File: src/rtl/adder8bit_seq_ctrl.sv
// Multi-precision add sequencer: one shared 8-bit adder walks NBYTES-wide operands
// LSB byte first through a registered carry, behind valid/ready handshakes.

module adder8bit (
    input  logic [7:0] a_i,
    input  logic [7:0] b_i,
    input  logic       ci_i,
    output logic [7:0] s_o,
    output logic       co_o
);
    assign {co_o, s_o} = 9'(a_i) + 9'(b_i) + 9'(ci_i);
endmodule

module adder8bit_seq_ctrl #(
    parameter int unsigned NBYTES = 4,
    parameter int unsigned CNTW   = 4
) (
    input  logic                clk,
    input  logic                rst_n,
    input  logic                in_valid,
    output logic                in_ready,
    input  logic [8*NBYTES-1:0] op_a,
    input  logic [8*NBYTES-1:0] op_b,
    input  logic                cin,
    output logic                out_valid,
    input  logic                out_ready,
    output logic [8*NBYTES-1:0] sum,
    output logic                cout,
    output logic                ovf,
    output logic                busy
);
    localparam int unsigned W    = 8 * NBYTES;
    localparam int unsigned SHW  = CNTW + 3;

    typedef enum logic [1:0] {
        S_IDLE = 2'd0,
        S_ADD  = 2'd1,
        S_DONE = 2'd2
    } state_t;

    state_t          state_q, state_d;
    logic [CNTW-1:0] idx_q, idx_d;
    logic            carry_q, carry_d;
    logic [W-1:0]    a_q, a_d;
    logic [W-1:0]    b_q, b_d;
    logic [W-1:0]    sum_q, sum_d;
    logic            cout_q, cout_d;
    logic            ovf_q, ovf_d;

    logic [SHW-1:0]  byte_sh;
    logic [W-1:0]    a_shift, b_shift;
    logic [7:0]      add_s;
    logic            add_co;

    // Byte lane selected by the index; shifts keep the select width-safe for any NBYTES.
    assign byte_sh = {idx_q, 3'b000};
    assign a_shift = a_q >> byte_sh;
    assign b_shift = b_q >> byte_sh;

    adder8bit u_add (
        .a_i  (a_shift[7:0]),
        .b_i  (b_shift[7:0]),
        .ci_i (carry_q),
        .s_o  (add_s),
        .co_o (add_co)
    );

    always_ff @(posedge clk) begin
        if (!rst_n) begin
            state_q <= S_IDLE;
            idx_q   <= '0;
            carry_q <= 1'b0;
            a_q     <= '0;
            b_q     <= '0;
            sum_q   <= '0;
            cout_q  <= 1'b0;
            ovf_q   <= 1'b0;
        end else begin
            state_q <= state_d;
            idx_q   <= idx_d;
            carry_q <= carry_d;
            a_q     <= a_d;
            b_q     <= b_d;
            sum_q   <= sum_d;
            cout_q  <= cout_d;
            ovf_q   <= ovf_d;
        end
    end

    always_comb begin
        state_d = state_q;
        idx_d   = idx_q;
        carry_d = carry_q;
        a_d     = a_q;
        b_d     = b_q;
        sum_d   = sum_q;
        cout_d  = cout_q;
        ovf_d   = ovf_q;
        case (state_q)
            S_IDLE: begin
                if (in_valid) begin
                    a_d     = op_a;
                    b_d     = op_b;
                    carry_d = cin;
                    idx_d   = '0;
                    state_d = S_ADD;
                end
            end
            S_ADD: begin
                sum_d   = (sum_q & ~(W'(8'hFF) << byte_sh)) | (W'(add_s) << byte_sh);
                carry_d = add_co;
                if (idx_q == CNTW'(NBYTES - 1)) begin
                    cout_d  = add_co;
                    ovf_d   = (a_q[W-1] == b_q[W-1]) && (add_s[7] != a_q[W-1]);
                    idx_d   = '0;
                    state_d = S_DONE;
                end else begin
                    idx_d = idx_q + CNTW'(1);
                end
            end
            S_DONE: begin
                if (out_ready) begin
                    state_d = S_IDLE;
                end
            end
            default: state_d = S_IDLE;
        endcase
    end

    assign in_ready  = (state_q == S_IDLE);
    assign busy      = (state_q == S_ADD);
    assign out_valid = (state_q == S_DONE);
    assign sum       = sum_q;
    assign cout      = cout_q;
    assign ovf       = ovf_q;

endmodule

File: config.mk
export PLATFORM = sky130hd
export DESIGN_NAME = adder8bit_seq_ctrl
export DESIGN_NICKNAME = d
export VERILOG_FILES = /design/src/rtl/adder8bit_seq_ctrl.sv
export SDC_FILE = /design/constraint.sdc
export NUM_CORES = 1
export LEC_CHECK = 0
export ABC_AREA = 1
export CORE_UTILIZATION = 37
export DETAILED_ROUTE_END_ITERATION = 8
export DONT_BUFFER_PORTS = 1
export PLACE_DENSITY = 0.49
export REMOVE_ABC_BUFFERS = 1
export SLEW_MARGIN = 25
export SYNTH_ARGS = -nofsm -noshare
export SYNTH_HDL_FRONTEND = slang
export SYNTH_SLANG_ARGS = --single-unit
File: constraint.sdc
create_clock -name clk -period 3.6 [get_ports clk]
set_clock_uncertainty 0.2 [all_clocks]
set_input_delay 0.54 -clock clk [delete_from_list [all_inputs] [get_ports clk]]
set_output_delay 0.54 -clock clk [all_outputs]
set_load 0.005 [all_outputs]
==> metrics.txt <==
syn avg cell area=roughly 7.4 µm²; Detail Route Antenna Nets=0; fraction of layout cells with a size suffix above 1=7.18%; clk_lat worst skew=between 0.3 and 0.4 ns; RR Startpoint=idx_q[0]; clock slew at reported path FFs=about 0.07 ns; Worst VDD drop=220 µV; slew margin rel.=56.5%; Cell Area, Synth=between 0.004 and 0.005 mm²; RSZ-0062 raised after global routing=false; vias in the first global route=3771; status=finished, final reports clean; Area growth, synth to finish=7.80%; overall global routing resource usage=about a fifth; fmax=0.307 GHz; Final Slew Violations=0; DP Area=roughly 0.0048 mm²; post-CTS setup buffer count=0; crit path buf inv count=3; largest net degree at the start of global routing=around 70; root buffer cell=clkbuf_16; worst-path cell chain=inv_2, nor2_4, buf_4, a221oi_1, nor3_1, ha_1, nand2_1, inv_1, nand2_1, nand3_1, a21oi_1, nand4_1, a21oi_1; GRT overflow=0; Cell variety after synth=30; Avg WL per Cell=between 15 and 20 µm; core area=about 0.012 mm²; period utilisation layout=about nine tenths; post-route cell area=roughly 0.0050 mm²; crit path DAT=3.34 ns; Fillers=between 1000 and 1500; Final Hold Fails=0; crit path kind=flip-flop to flip-flop; Starting Density=about 38%; antenna cell count=0; die height=between 100 and 150 µm; Site Rows=40; final setup TNS=0 ns; Die Area=approximately 0.013 mm²; worst r2r path cells=13; Synth top area share=between 40% and 50%; maximum buffer depth of the clock tree=2; initial antenna violation count=0; Max Fanout on Critical Path=16; Max Cap Violations=0; drt pass-1 iters=4; Die W=between 100 and 150 µm; final core utilization=41.4%; Worst Tran Pin Value=~0.65 ns; Hold Path End=b_q[0]; Vias=approximately 4000; Yosys top cell by area=dfxtp_1; Crit path max-delay family=simple AND/OR/NAND/NOR gates; Via density=just over 5; CTS Buf Count=9; Seq/Total Area, Yosys=around 45%; Inst Count DP=766; Ys Warns=0; Final min period=about 3.3 ns; RD Place Congestion=~0.86; ranking of synthesized cells by area=dfxtp_1 45%, nor2_1 12%, o21ai_0 7.1%; first-pass GRT wire length=about 19000 µm; Crit path largest cell delay=just under 0.5 ns; DRC Markers=0; most frequent cells in the layout=153 x nor2_1, 105 x dfxtp_1, 74 x nand2_1; Post-Syn Instances=~630; Worst Path Required=about 3.7 ns; WHS Path Cells=2; CTS sink count=105; Finished Layout Cells=a little under 800; final wirelength=roughly 12000 µm; DRT iter0 DRCs=about 220; Worst Hold Launch=rst_n; Worst setup SP type=flip-flop; pwr/cell area=roughly 520 mW/mm²; Post-DP HPWL=~8600 µm; Final Setup Violations=0; Crit-path slowest cell=dfxtp_1; # H-tree levels=3; R2R Setup Slk=between 0.3 and 0.4 ns; I/O Buffers=0; most common cell after layout, fill and taps aside=nor2_1; synthesized flop and latch total=approximately 110; CTS tree=yes; Critical path origin=idx_q[0]; RR Endpoint=sum[6]; # IOs=~110; LEAKAGE=~2 nW; fin nets=around 690; final worst setup slack=0.339 ns; CP endpoint kind=flip-flop; Hold Path Class=input pin to flip-flop; Place WS=between 0.3 and 0.4 ns
## synthesized netlist by cell type
cell type    n
o21ai_1     10
nand2_1     75
buf_6        2
clkbuf_2     1
a221oi_1    32
nor3_4       2
nand4_1      7
nor2_4       2
nand3b_1     1
nor2_2       3
nor3_1      17
ha_1         8
o221ai_1     1
xor2_1       1
buf_4        3
dfxtp_1    105
a22o_1       1
nand3_1     11
o211ai_1     1
inv_2        5
inv_1       31
fa_1         2
a21oi_1     46
clkbuf_1    20
buf_2       15
a211oi_2     1
nor2_1     153
o21ai_0     66
nand2_2      5
clkinv_1     1
## sequential cells by signal, summed over array words and instances (netlist names)
name	count
carry_q	1
a_q	32
ovf	1
sum	32
cout	1
idx_q	4
b_q	32
state_q	2
## routing by layer
| metal | vias to the layer above | wire (µm) | GRT usage [%] |
|---|---|---|---|
| li1 | 2071 | - | - |
| met1 | 1826 | 5670 | 25.1 |
| met2 | 90 | 5390 | 30.8 |
| met3 | 11 | 590 | 4.71 |
| met4 | 0 | 160 | 6.23 |
| met5 | - | 0 | 0 |
## cell families (layout without fill, tap and decap cells)
kind of cell               Yosys count  after routing  synth area share (%)
and+or+nand+nor                    276            276                  24.7
adders and majority gates           10             10                  3.00
AOI/OAI and AO/OA                  158            158                  19.9
xor gates and xnor gates             1              1                 0.188
DFF                                105            105                  45.0
buffers and inverters               78             63                  7.26
## worst register-to-register path: cells and delay by family (launching register included)
kind	cells	cell delay, ns
AOI/OAI and AO/OA	3	0.59
adders and majority gates	1	0.34
buffers and inverters	3	0.50
DFF	1	0.49
and+or+nand+nor	6	1.07
## power breakdown
part	switching [mW]	total, mW	leakage, nW	internal (mW)
Sequential	0.0511	1.29	0.863	1.24
Clock	0.408	0.890	0.128	0.482
Combinational	0.293	0.446	0.955	0.153
## how the worst max path moves through the flow
| stage | end | slack [ns] | cells after the start |
|---|---|---|---|
| 6_report | sum[6] | 0.34 | 13 |
| 4_1_cts | sum[6] | 0.33 | 13 |
| 5_1_grt | sum[14] | 0.07 | 13 |
| 3_3_place_gp | sum[6] | 0.40 | 13 |
| 2_1_floorplan | sum[20] | 0.40 | 12 |
| 3_5_place_dp | sum[6] | 0.36 | 13 |
## final cells by class
class	instances	area, µm²	share of cell area (%)
multi-input combinational	445	2240	44.4
clock buffer	12	246	4.90
timing repair buffer	11	82.6	1.64
tap	168	210	4.17
clock inverter	3	17.5	0.348
inverter	37	139	2.76
sequential	105	2100	41.7
## stage by stage
step	hold WS, ns	power [mW]
after detailed placement	0.258	1.77
after floorplan	0.240	1.63
after global routing	0.111	2.78
after global placement	0.252	1.77
after CTS	0.111	2.66
final	0.121	2.63
## timing repair
item                       CTS  global route
hold buffers                 0             0
gates resized for setup      0             1
setup endpoints to repair    0             1
Note: power is estimated with default switching activity, not from simulation.
